==> src/rtl/dvfs_pkg.sv <==
// Shared types and constants for the DVFS transition sequencer.
// Defining DVFS_SEQ_TIMEOUT_EN widens the shared timer so it can also cover ACK_TIMEOUT.
package dvfs_pkg;

    localparam int LVL_W         = 3;
    localparam int RESET_LEVEL   = 2;
    localparam int SETTLE_CYCLES = 16;
    localparam int ACK_TIMEOUT   = 8192;

`ifdef DVFS_SEQ_TIMEOUT_EN
    localparam int TIMER_W = $clog2((ACK_TIMEOUT > SETTLE_CYCLES) ? ACK_TIMEOUT : SETTLE_CYCLES);
`else
    localparam int TIMER_W = $clog2(SETTLE_CYCLES);
`endif

    typedef logic [LVL_W-1:0] dvfs_level_t;

    localparam dvfs_level_t RESET_LVL = dvfs_level_t'(RESET_LEVEL);

    typedef enum logic [2:0] {
        ST_IDLE,
        ST_V_UP,
        ST_F_CHG,
        ST_V_DOWN,
        ST_SETTLE,
        ST_ERR
    } dvfs_seq_state_t;

endpackage

==> src/rtl/dvfs_ack_timer.sv <==
// Cycle counter shared by the SETTLE hold-off and the handshake timeout waits.
// Expires on the cycle whose count equals i_last, so the wait lasts i_last+1 cycles.
module dvfs_ack_timer #(
    parameter int CNT_W = 4
) (
    input  logic             i_clk,
    input  logic             i_rst,
    input  logic             i_clear,
    input  logic             i_run,
    input  logic [CNT_W-1:0] i_last,
    output logic             o_expired
);

    logic [CNT_W-1:0] r_count;

    assign o_expired = i_run && (r_count == i_last);

    always_ff @(posedge i_clk) begin
        if (i_rst || i_clear) begin
            r_count <= '0;
        end else if (i_run && !o_expired) begin
            r_count <= r_count + 1'b1;
        end
    end

endmodule

==> src/rtl/dvfs_transition_sequencer.sv <==
// Orders VRM and PLL changes: raise voltage before frequency, lower frequency before voltage.
// Defining DVFS_SEQ_TIMEOUT_EN adds the handshake timeout and the sticky err output.
module dvfs_transition_sequencer
    import dvfs_pkg::*;
(
    input  logic             i_clk,
    input  logic             i_rst,
    input  logic [LVL_W-1:0] i_tgt_freq_level,
    input  logic [LVL_W-1:0] i_tgt_volt_level,
    output logic             o_vrm_req,
    output logic [LVL_W-1:0] o_vrm_level,
    input  logic             i_vrm_ack,
    output logic             o_pll_req,
    output logic [LVL_W-1:0] o_pll_sel,
    input  logic             i_pll_lock,
    output logic             o_clk_stall,
    output logic [LVL_W-1:0] o_cur_freq_level,
    output logic [LVL_W-1:0] o_cur_volt_level,
    output logic             o_busy,
    output logic             o_err,
    input  logic             i_err_clr
);

    dvfs_seq_state_t    r_state;
    dvfs_seq_state_t    w_next_state;
    dvfs_level_t        r_t_f;
    dvfs_level_t        r_t_v;
    dvfs_level_t        r_cur_f;
    dvfs_level_t        r_cur_v;
    dvfs_level_t        r_vrm_level;
    dvfs_level_t        r_pll_sel;
    dvfs_level_t        w_sel_f;
    dvfs_level_t        w_sel_v;
    logic               w_timer_run;
    logic               w_timer_clear;
    logic               w_timer_expired;
    logic [TIMER_W-1:0] w_timer_last;

    // In IDLE the targets are still on the inputs; afterwards only the latched copy counts.
    assign w_sel_f       = (r_state == ST_IDLE) ? i_tgt_freq_level : r_t_f;
    assign w_sel_v       = (r_state == ST_IDLE) ? i_tgt_volt_level : r_t_v;
    assign w_timer_clear = (w_next_state != r_state);

    dvfs_ack_timer #(.CNT_W(TIMER_W)) u_timer (
        .i_clk     (i_clk),
        .i_rst     (i_rst),
        .i_clear   (w_timer_clear),
        .i_run     (w_timer_run),
        .i_last    (w_timer_last),
        .o_expired (w_timer_expired)
    );

    always_comb begin
        w_next_state = r_state;
        w_timer_run  = 1'b0;
        w_timer_last = TIMER_W'(SETTLE_CYCLES - 1);
        case (r_state)
            ST_IDLE: begin
                if (w_sel_v > r_cur_v)      w_next_state = ST_V_UP;
                else if (w_sel_f != r_cur_f) w_next_state = ST_F_CHG;
                else if (w_sel_v < r_cur_v)  w_next_state = ST_V_DOWN;
            end
            ST_V_UP, ST_V_DOWN: begin
`ifdef DVFS_SEQ_TIMEOUT_EN
                w_timer_run  = 1'b1;
                w_timer_last = TIMER_W'(ACK_TIMEOUT - 1);
`endif
                if (i_vrm_ack) begin
                    if (r_state == ST_V_UP && r_t_f != r_cur_f) w_next_state = ST_F_CHG;
                    else                                         w_next_state = ST_SETTLE;
                end else if (w_timer_expired) begin
                    w_next_state = ST_ERR;
                end
            end
            ST_F_CHG: begin
`ifdef DVFS_SEQ_TIMEOUT_EN
                w_timer_run  = 1'b1;
                w_timer_last = TIMER_W'(ACK_TIMEOUT - 1);
`endif
                if (i_pll_lock) begin
                    if (r_t_v < r_cur_v) w_next_state = ST_V_DOWN;
                    else                 w_next_state = ST_SETTLE;
                end else if (w_timer_expired) begin
                    w_next_state = ST_ERR;
                end
            end
            ST_SETTLE: begin
                w_timer_run = 1'b1;
                if (w_timer_expired) w_next_state = ST_IDLE;
            end
            ST_ERR: begin
                if (i_err_clr) w_next_state = ST_IDLE;
            end
            default: w_next_state = ST_IDLE;
        endcase
    end

    // Request levels load only on entry to a wait state, so they never move while a req is high.
    always_ff @(posedge i_clk) begin
        if (i_rst) begin
            r_state     <= ST_IDLE;
            r_t_f       <= RESET_LVL;
            r_t_v       <= RESET_LVL;
            r_cur_f     <= RESET_LVL;
            r_cur_v     <= RESET_LVL;
            r_vrm_level <= RESET_LVL;
            r_pll_sel   <= RESET_LVL;
        end else begin
            r_state <= w_next_state;
            if (r_state == ST_IDLE && w_next_state != ST_IDLE) begin
                r_t_f <= i_tgt_freq_level;
                r_t_v <= i_tgt_volt_level;
            end
            if ((w_next_state == ST_V_UP || w_next_state == ST_V_DOWN) && w_next_state != r_state)
                r_vrm_level <= w_sel_v;
            if (w_next_state == ST_F_CHG && r_state != ST_F_CHG)
                r_pll_sel <= w_sel_f;
            if ((r_state == ST_V_UP || r_state == ST_V_DOWN) && i_vrm_ack)
                r_cur_v <= r_t_v;
            if (r_state == ST_F_CHG && i_pll_lock)
                r_cur_f <= r_t_f;
        end
    end

    assign o_vrm_req        = (r_state == ST_V_UP) || (r_state == ST_V_DOWN);
    assign o_pll_req        = (r_state == ST_F_CHG);
    assign o_clk_stall      = (r_state == ST_F_CHG);
    assign o_vrm_level      = r_vrm_level;
    assign o_pll_sel        = r_pll_sel;
    assign o_cur_freq_level = r_cur_f;
    assign o_cur_volt_level = r_cur_v;
    assign o_busy           = (r_state != ST_IDLE);
`ifdef DVFS_SEQ_TIMEOUT_EN
    assign o_err            = (r_state == ST_ERR);
`else
    assign o_err            = 1'b0;
`endif

endmodule
==> config.mk <==
export PLATFORM = sky130hd
export DESIGN_NAME = dvfs_transition_sequencer
export DESIGN_NICKNAME = d
export VERILOG_FILES = /design/src/rtl/dvfs_pkg.sv /design/src/rtl/dvfs_ack_timer.sv /design/src/rtl/dvfs_transition_sequencer.sv
export SDC_FILE = /design/constraint.sdc
export NUM_CORES = 1
export LEC_CHECK = 0
export ABC_AREA = 1
export CELL_PAD_IN_SITES_DETAIL_PLACEMENT = 0
export CELL_PAD_IN_SITES_GLOBAL_PLACEMENT = 1
export CORE_UTILIZATION = 36
export DETAILED_ROUTE_END_ITERATION = 16
export PLACE_DENSITY = 0.81
export SETUP_SLACK_MARGIN = 0.05
export SLEW_MARGIN = 40
export SYNTH_ARGS = -nofsm -noshare
export SYNTH_HDL_FRONTEND = slang
export SYNTH_SLANG_ARGS = --single-unit
==> constraint.sdc <==
create_clock -name i_clk -period 2.9 [get_ports i_clk]
set_input_delay 0.58 -clock i_clk [delete_from_list [all_inputs] [get_ports i_clk]]
set_output_delay 0.58 -clock i_clk [all_outputs]
set_load 0.005 [all_outputs]
Word level (Yosys, flattened, before mapping)
Index checks and enable logic that the tools add are counted.
{ "classes": {"add_sub_neg": 1, "n_lt_le_gt_ge": 3, "eq_ne": 13, "muxes": 14, "n_reduce_logical": 16} }
{ "op_table": {"columns": ["cell", "n"], "rows": [
  ["$mux W3", 12],
  ["$pmux W3 S5", 1],
  ["$eq A3 B2 Y1 const B", 4],
  ["$ne A3 B3 Y1", 3],
  ["$logic_and A1 B1 Y1", 8],
  ["$eq A3 B1 Y1 const B", 2],
  ["$eq A3 B3 Y1 const B", 2],
  ["$lt A3 B3 Y1", 2],
  ["$reduce_bool A3 Y1", 2],
  ["$add A4 B1 Y4 const B", 1],
  ["$eq A4 B4 Y1 const B", 1],
  ["$gt A3 B3 Y1", 1],
  ["$logic_not A3 Y1", 1],
  ["$logic_or A1 B1 Y1", 3],
  ["$ne A3 B2 Y1 const B", 1],
  ["$reduce_or A2 Y1", 1],
  ["$logic_not A1 Y1", 1],
  ["$mux W1", 1]
]} }
{ "totals": {"ff_bits": 25, "input_bits": 11} }

Longest topological paths before layout
Gate-level depths: netlist (run 1).
{ "logic_depth": {"word_depth": 10, "ltp_mapped": 21, "ltp_nobuf": 20} }

By module
A second synthesis (run 1) with hierarchy kept.
{ "unflattened": {"hier_cells": 261, "hier_area_um2": 1641.6} }
{ "by_module_without_submodules": {"columns": ["module", "instances", "cells_per_inst", "area_each_um2"], "rows": [
  ["dvfs_transition_sequencer", 1, 209, 1356.3],
  ["dvfs_ack_timer", 1, 52, 285.3]
]} }

Worst setup path after synthesis (run 1)
OpenSTA, ideal clock, no wires.
{ "synth_timing": {"path_kind": "register to register", "from": "register r_state[1]", "to": "register r_vrm_level[0], in the netlist o_vrm_level[0]", "arrival_ns": 2.255, "path_slack_ns": 0.532, "path_stages_with_launch": 22, "path_buffers": 1, "cell_sequence": "dfxtp_1 nor2_4 nand2_4 buf_6 inv_1 nand2_1 o21ai_0 ha_1 nand2_1 nand2_1 nor2_1 inv_1 nand2_1 nand4_1 nand2_1 nand2_1 nand2_2 nand2_2 inv_2 nand2_1 nand2_1 nor2_1"} }
{ "synth_between": {"elab_chain_cells": 10, "elab_cells_between_ends": 30, "classes_between": "order compare (2); eq/ne (9); mux (13); reduce/logical (6)"} }
{ "synth_lines": {"columns": ["item", "line_no", "text"], "rows": [
  ["from (decl)", "dvfs_transition_sequencer.sv:24", "dvfs_seq_state_t r_state;"],
  ["from (signal assigned)", "dvfs_transition_sequencer.sv:109", "r_state <= w_next_state;"],
  ["$logic_not A3 Y1 (*)", "dvfs_transition_sequencer.sv:41", "assign w_sel_v = (r_state == ST_IDLE) ? i_tgt_volt_level : r_t_v;"],
  ["$mux W3 (*)", "dvfs_transition_sequencer.sv:41", null],
  ["via w_sel_v[2]", "dvfs_transition_sequencer.sv:33", "dvfs_level_t w_sel_v;"],
  ["$lt A3 B3 Y1", "dvfs_transition_sequencer.sv:61", "else if (w_sel_v < r_cur_v) w_next_state = ST_V_DOWN;"],
  ["$mux W3", "dvfs_transition_sequencer.sv:61", null],
  ["$mux W3", "dvfs_transition_sequencer.sv:60", "else if (w_sel_f != r_cur_f) w_next_state = ST_F_CHG;"],
  ["$mux W3 (*)", "dvfs_transition_sequencer.sv:59", "if (w_sel_v > r_cur_v) w_next_state = ST_V_UP;"],
  ["$pmux W3 S5 (*)", "dvfs_transition_sequencer.sv:57", "case (r_state)"],
  ["$eq A3 B1 Y1 / $eq A3 B2 Y1 (equally long branches)", "dvfs_transition_sequencer.sv:114", "if ((w_next_state == ST_V_UP || w_next_state == ST_V_DOWN) && w_next_state != r_state)"],
  ["$logic_or A1 B1 Y1", "dvfs_transition_sequencer.sv:114", null],
  ["$logic_and A1 B1 Y1 (*)", "dvfs_transition_sequencer.sv:114", null],
  ["to (signal assigned)", "dvfs_transition_sequencer.sv:115", "r_vrm_level <= w_sel_v;"],
  ["to (decl)", "dvfs_transition_sequencer.sv:30", "dvfs_level_t r_vrm_level;"]
]} }
The timed path passes the listed nets; every way through them passes the cells marked *.
A chain may end at the register's enable or synchronous reset.

Worst setup path after layout (run 1)
Ends and elaborated chain as after synthesis.

==> results of run 1 <==
[synthesized netlist by cell type, types with 2 or more instances]
master	n
nand3_2	3
a21oi_2	2
nor2_2	3
nand2_1	58
nand2_2	2
dfxtp_1	25
nand3_1	21
a21oi_1	10
o21ai_0	7
inv_2	3
xnor2_1	5
nor2_1	27
buf_4	2
ha_1	6
nand3b_1	2
nand4_1	7
inv_1	23
[sequential cells by signal (all words and copies together), names as in the netlist]
| signal | flops |
|---|---|
| u_timer.r_count | 4 |
| o_cur_freq_level | 3 |
| o_cur_volt_level | 3 |
| o_pll_sel | 3 |
| o_vrm_level | 3 |
| r_state | 3 |
| r_t_f | 3 |
| r_t_v | 3 |
[routing by layer]
layer	vias up	GRT usage [%]	share of wire (%)	routed length, um
met5	-	0	0	0
met4	0	6.38	1.6	58
met3	5	2.23	3.4	120
met2	28	27.3	44	1560
met1	636	24.8	51	1800
li1	756	-	-	-
[power groups by stage]
stage                     registers (uW)  logic [uW]  clock network [uW]
final                                522        1400                 217
after global routing                 536        1590                 243
after CTS                            523        1400                 223
after detailed placement             531        1390                   0
after global placement               530        1380                   0
after floorplan                      521        1010                   0
[layout make-up]
cell class / count / share of cell area [%]
inverter: 26 / 5.46
clock inverter: 1 / 0.270
clock buffer: 3 / 2.23
multi-input combinational: 163 / 46.9
sequential: 25 / 27.0
timing repair buffer: 28 / 14.8
tap: 50 / 3.37
[what timing repair did]
| item | CTS | global route |
|---|---|---|
| endpoints found under the setup margin | 0 | 11 |
| buffers inserted | 0 | 1 |
| gates resized for setup | 0 | 2 |
[how the worst max path moves through the flow]
stage,from,end,cells past startpoint
4_1_cts,r_state[1],o_vrm_level[0],20
6_report,r_state[1],o_vrm_level[0],19
2_1_floorplan,r_state[1],o_vrm_level[0],21
3_3_place_gp,i_tgt_volt_level[2],o_vrm_level[0],18
5_1_grt,r_state[1],r_t_f[0],19
3_5_place_dp,i_tgt_volt_level[2],o_vrm_level[0],18
[per-stage QoR]
step / hold slack [ps] / total power (uW) / setup slack, ps / utilization, %
finish: 468 / 2140 / 351 / 46.4
global route: 489 / 2370 / 66.8 / 46.4
detailed placement: 457 / 1920 / 90.1 / 44.9
global placement: 449 / 1910 / 124 / 44.9
floorplan: 451 / 1530 / 532 / -
CTS: 471 / 2140 / 242 / 46.1
[worst min-delay path, cell delays in order, from the launching register on]
cell and delay [ps]:
dfxtp_1 320, nand2_1 60, a21oi_1 50
[logic make-up after synthesis]
group / after synthesis
AND/OR/NAND/NOR: 126
buffers and inverters: 30
flip-flops: 25
AO/OA/AOI/OAI: 24
adder cells (fa/ha/maj): 6
XOR/XNOR: 5
other: 1
multiplexers: 1
==> impl_metrics.py, run 1 <==
metrics = {
    "routing": {
        "num_vias": 1425,
        "vias_per_cell": 4.81,
        "drcViolationCount": 0,
        "dr.first_iter.drc_count": 33,
        "wl_um": 3540,
        "dr.pass1.iters": 5,
        "post_drt_wl_per_cell_um": 11.9,
        "postRouteAntennaNets": 0,
    },
    "critical_path": {
        "crit_path_cell_trace": "nor2_4 -> nand2_4 -> clkinvlp_4 -> o21ai_1 -> ha_1 -> nand2_1 -> nand2_1 -> nor2_1 -> inv_1 -> nand2_1 -> nand4_1 -> nand2_1 -> nand2_1 -> nand2_2 -> nand2_2 -> inv_2 -> nand2_1 -> nand2_1 -> nor2_1",
        "path_buf_inv": 3,
        "worst_setup_path_start_kind": "flip-flop",
        "timing.rr.start": "r_state[1]",
        "ff2ff_path_depth": 19,
        "critPathTopFamily": "simple AND/OR/NAND/NOR gates",
        "r2r-end": "o_vrm_level[0]",
        "cp_max_fo": 6,
        "cpPeakStageDelay_ps": 500,
        "cp.arrival_ps": 2730,
        "regToRegSetupSlack_ps": 350,
        "crit_slowest_cell": "dfxtp_1",
        "crit_path_end_kind": "flip-flop",
        "path_class": "reg -> reg",
        "cp.required_ps": 3080,
        "crit_top_cell": "nand2_1",
    },
    "global_routing": {
        "grt_pass1_wl_um": 5800,
        "grt_start_max_net_pins": 17,
        "antenna_found_initial": 0,
        "grt_usage_pct": 17.6,
        "grt_pass1_vias": 1243,
        "grt.overflow.total": 0,
    },
    "clock_tree": {
        "cts_max_level": 1,
        "max-clock-path-buffers": 2,
        "cts.sinks": 25,
        "clk-insertion-delay-late_ps": 280,
        "cts_root_buf": "clkbuf_8",
        "clkTransAtPathRegs_ps": 90,
        "cts_tree": "built",
        "holdBufCountCts": 0,
        "cts_made_buffers": 3,
    },
    "pwr": {
        "leakagePower_uw": 0.000838,
        "p_sw_uw": 1060,
        "seq_power_share_pct": 24.4,
        "cellInternalPower_uw": 1090,
        "power_density_mw_per_mm2": 1160,
        "p_comb_share_pct": 65.5,
        "power.share.switching_pct": 49.2,
        "clkPwrFrac_pct": 10.1,
        "vdd_drop_max_v": 0.000477,
    },
    "sta": {
        "min_period_ps": 2550,
        "finalHoldViolCount": 0,
        "fmax_mhz": 392,
        "final-max-slew-violation-count": 0,
        "finalSetupViolCount": 0,
        "maxSlewHeadroom_pct": 62.6,
        "finalCritPeriodShare_pct": 87.9,
        "finClkSkew_ps": 2.33,
        "worst_slew_pin_slew_ps": 560,
        "fin_tns_setup_ps": 0,
        "rsz0062_at_grt": "false",
    },
    "finish": {
        "layout_common_cells": "58 x nand2_1, 27 x nor2_1, 26 x clkdlybuf4s50_1",
        "fillCellCount": 417,
        "design_area_mm2": 0.00186,
        "synthToLayoutAreaGrowth_pct": 23.9,
        "multi_input_area_um2": 870,
        "fin_cells": 296,
        "n_antenna_cell": 0,
        "layout_commonest_cell": "nand2_1",
        "fin_nets": 264,
        "drive_gt1_share_pct": 10.6,
        "seq_area_um2": 500,
    },
    "synthesis": {
        "synth-compound-area-share_pct": 11.0,
        "syn_area_mm2": 0.00150,
        "synth.mux.area_fraction_pct": 0.668,
        "ys_ff_latch": 25,
        "ys_async_sr_fraction_pct": 0,
        "synth_cell_types": 29,
        "synth_fa_ha_area_share_pct": 5.01,
        "synth_top_area_cell": "dfxtp_1",
        "ys.flop_type": "dfxtp_1",
        "synth_top_area_share_pct": 33.4,
        "synth_xor_area_share_pct": 2.92,
        "syn_inst": 218,
        "synth_top_family_by_area": "simple AND/OR/NAND/NOR gates",
        "synth-simple-area-share_pct": 38.2,
        "synth_edf_count": 0,
        "synthTopCellsByArea": "dfxtp_1 33%, nand2_1 15%, nand3_1 7.0%",
        "synth_fp_nets": 235,
        "syn_area_per_cell_um2": 6.87,
        "synth_warnings": 0,
        "seq_area_frac_synth_pct": 33.4,
    },
    "min_path": {
        "hp-class": "reg -> reg",
        "min_to": "o_pll_sel[2]",
        "hp-start": "o_pll_sel[2]",
        "whs_path_depth": 2,
    },
    "placed_design": {
        "dp_hpwl_um": 2710,
        "io_buffers": 26,
        "place_inst": 291,
        "gp_congestion": 0.808,
        "place_area_mm2": 0.00180,
    },
    "floorplanning": {
        "die_h_um": 66.5,
        "initial_core_util_pct": 37.4,
        "dieWidth_um": 66.5,
        "row_count": 23,
        "ios": 28,
        "coreArea_mm2": 0.00400,
        "die_area_mm2": 0.00442,
    },
    "job": {
        "cap_violations": 0,
    },
    "status": {
        "status": "complete, no violations",
    },
}
(Power assumes the default switching activity.)
==> inputs of run 2 (changes only) <==
--- a/config.mk
+++ b/config.mk
@@ -10,6 +10,7 @@
 export CELL_PAD_IN_SITES_GLOBAL_PLACEMENT = 1
 export CORE_UTILIZATION = 36
 export DETAILED_ROUTE_END_ITERATION = 16
+export GPL_TIMING_DRIVEN = 0
 export PLACE_DENSITY = 0.81
 export SETUP_SLACK_MARGIN = 0.05
 export SLEW_MARGIN = 40
==> run 2 against run 1 <==
Total power grew 3.7%. First-iteration DRC count is 67% higher. Die area is the same. Hold slack got worse by 2.2 ps. Clock power is 3% lower.
==> impl_metrics.py, run 2 (same netlist as run 1, synthesis figures left out) <==
metrics = {
    "pwr": {
        "p_comb_share_pct": 67.1,
        "vdd_drop_max_v": 0.000436,
        "seq_power_share_pct": 23.5,
        "p_sw_uw": 1080,
        "leakagePower_uw": 0.000867,
        "clkPwrFrac_pct": 9.4,
        "cellInternalPower_uw": 1140,
        "power.share.switching_pct": 48.7,
        "power_density_mw_per_mm2": 1160,
    },
    "routing": {
        "wl_um": 3640,
        "vias_per_cell": 4.88,
        "num_vias": 1464,
        "post_drt_wl_per_cell_um": 12.1,
        "dr.first_iter.drc_count": 55,
        "dr.pass1.iters": 4,
        "postRouteAntennaNets": 0,
        "drcViolationCount": 0,
    },
    "clock_tree": {
        "clk-insertion-delay-late_ps": 270,
        "cts_made_buffers": 3,
        "cts_max_level": 1,
        "max-clock-path-buffers": 2,
        "holdBufCountCts": 0,
        "cts_tree": "built",
        "clkTransAtPathRegs_ps": 90,
        "cts.sinks": 25,
        "cts_root_buf": "clkbuf_8",
    },
    "sta": {
        "maxSlewHeadroom_pct": 65.3,
        "finalSetupViolCount": 0,
        "fmax_mhz": 381,
        "finalHoldViolCount": 0,
        "final-max-slew-violation-count": 0,
        "finalCritPeriodShare_pct": 90.4,
        "fin_tns_setup_ps": 0,
        "finClkSkew_ps": 1.46,
        "rsz0062_at_grt": "false",
        "finalWorstSetupSlack_ps": 279,
        "min_period_ps": 2620,
        "worst_slew_pin_slew_ps": 520,
    },
    "critical_path": {
        "regToRegSetupSlack_ps": 280,
        "crit_top_cell": "nand2_1",
        "crit_slowest_cell": "dfxtp_2",
        "cp.arrival_ps": 2800,
        "timing.rr.start": "r_state[2]",
        "cp.required_ps": 3080,
        "r2r-end": "r_t_v[2]",
        "worst_setup_path_start_kind": "flip-flop",
        "cpPeakStageDelay_ps": 360,
        "crit_path_cell_trace": "inv_2 -> nand2_4 -> buf_6 -> clkinvlp_4 -> nand2_1 -> nand2_1 -> ha_1 -> nand2_1 -> nor2_2 -> nor2_2 -> inv_1 -> nand2_1 -> nand4_1 -> nand2_1 -> nand2_1 -> nand2_2 -> o21bai_4 -> nand2_1 -> nand2_1 -> nor2_1",
        "ff2ff_path_depth": 20,
        "crit_path_end_kind": "flip-flop",
        "path_class": "reg -> reg",
        "cp_max_fo": 10,
    },
    "min_path": {
        "whs_path_depth": 2,
        "min_to": "o_pll_sel[0]",
        "hp-start": "o_pll_sel[0]",
        "hp-class": "reg -> reg",
    },
    "floorplanning": {
        "die_area_mm2": 0.00442,
        "die_h_um": 66.5,
        "row_count": 23,
        "coreArea_mm2": 0.00400,
        "dieWidth_um": 66.5,
        "initial_core_util_pct": 37.4,
        "ios": 28,
    },
    "global_routing": {
        "antenna_found_initial": 0,
        "grt_usage_pct": 17.1,
        "grt_pass1_vias": 1220,
        "grt.overflow.total": 0,
        "grt_start_max_net_pins": 15,
        "grt_pass1_wl_um": 5650,
    },
    "placed_design": {
        "io_buffers": 26,
        "place_area_mm2": 0.00182,
        "gp_congestion": 0.791,
        "dp_slack_ps": 73.0,
        "dp_hpwl_um": 2810,
    },
    "finish": {
        "layout_commonest_cell": "nand2_1",
        "n_antenna_cell": 0,
        "synthToLayoutAreaGrowth_pct": 28.0,
        "drive_gt1_share_pct": 14.0,
        "largest_register_ffs": 4,
        "regMostFlops": "u_timer.r_count",
        "design_area_mm2": 0.00192,
        "layout_common_cells": "58 x nand2_1, 26 x clkdlybuf4s50_1, 25 x nor2_1",
        "fin_nets": 268,
    },
    "job": {
        "cap_violations": 0,
    },
    "status": {
        "status": "complete, no violations",
    },
}
## run 2: per-layer routing
metal	part of all wire, %	vias up	track usage [%]	wire [um]
met5	0	-	0	0
met4	1.5	0	5.59	53
met3	3.9	5	1.88	141
met2	45	24	28.6	1650
met1	49	665	22.7	1790
li1	-	770	-	-
## run 2: metrics by stage
| stage | util [%] | hold slack, ps | instances | total power [uW] |
|---|---|---|---|---|
| CTS | 46.9 | 470 | 299 | 2170 |
| finish | 47.9 | 466 | 300 | 2220 |
| floorplan | - | 451 | 218 | 1530 |
| detailed placement | 45.5 | 447 | 294 | 1930 |
| global placement | 45.5 | 446 | 294 | 1920 |
| global route | 47.9 | 480 | 300 | 2420 |
## run 2: worst max-delay path by stage
stage	slack, ps	start	to	depth (start not counted)
6_report	280	r_state[2]	r_t_v[2]	20
5_1_grt	80	r_state[2]	r_t_f[0]	20
4_1_cts	120	r_state[2]	o_vrm_level[0]	20
3_5_place_dp	70	i_tgt_volt_level[2]	o_vrm_level[0]	18
3_3_place_gp	40	i_tgt_volt_level[2]	o_vrm_level[0]	18
2_1_floorplan	530	r_state[1]	o_vrm_level[0]	21
## run 2: cell type report
| type | instances | area [um2] |
|---|---|---|
| Buffer | 4 | 30.0 |
| Multi-Input combinational cell | 163 | 898 |
| Tap cell | 50 | 62.6 |
| Inverter | 26 | 101 |
| Clock inverter | 1 | 5.00 |
| Sequential cell | 25 | 503 |
| Clock buffer | 3 | 41.3 |
| Timing Repair Buffer | 28 | 275 |
| Fill cell | 418 | 2080 |
## run 2: timing repair
action	in CTS	in global routing
buffers inserted	1	1
gates resized for setup	0	9
cloned	0	0
pin swaps	1	1
endpoints found under the setup margin	3	16
## run 2: critical path: cells and delay by family (launching register included)
family	cells	cell delay (ps)
adders and majority gates	1	300
and+or+nand+nor	14	1100
AOI/OAI and AO/OA	1	270
buffers and inverters	4	480
DFF	1	360
## run 2: power groups by stage
stage | clock, uW | combinational, uW | sequential (uW)
after floorplan | 0 | 1010 | 521
after global placement | 0 | 1390 | 529
after detailed placement | 0 | 1400 | 530
after CTS | 223 | 1420 | 522
after global routing | 229 | 1650 | 535
final | 210 | 1490 | 523
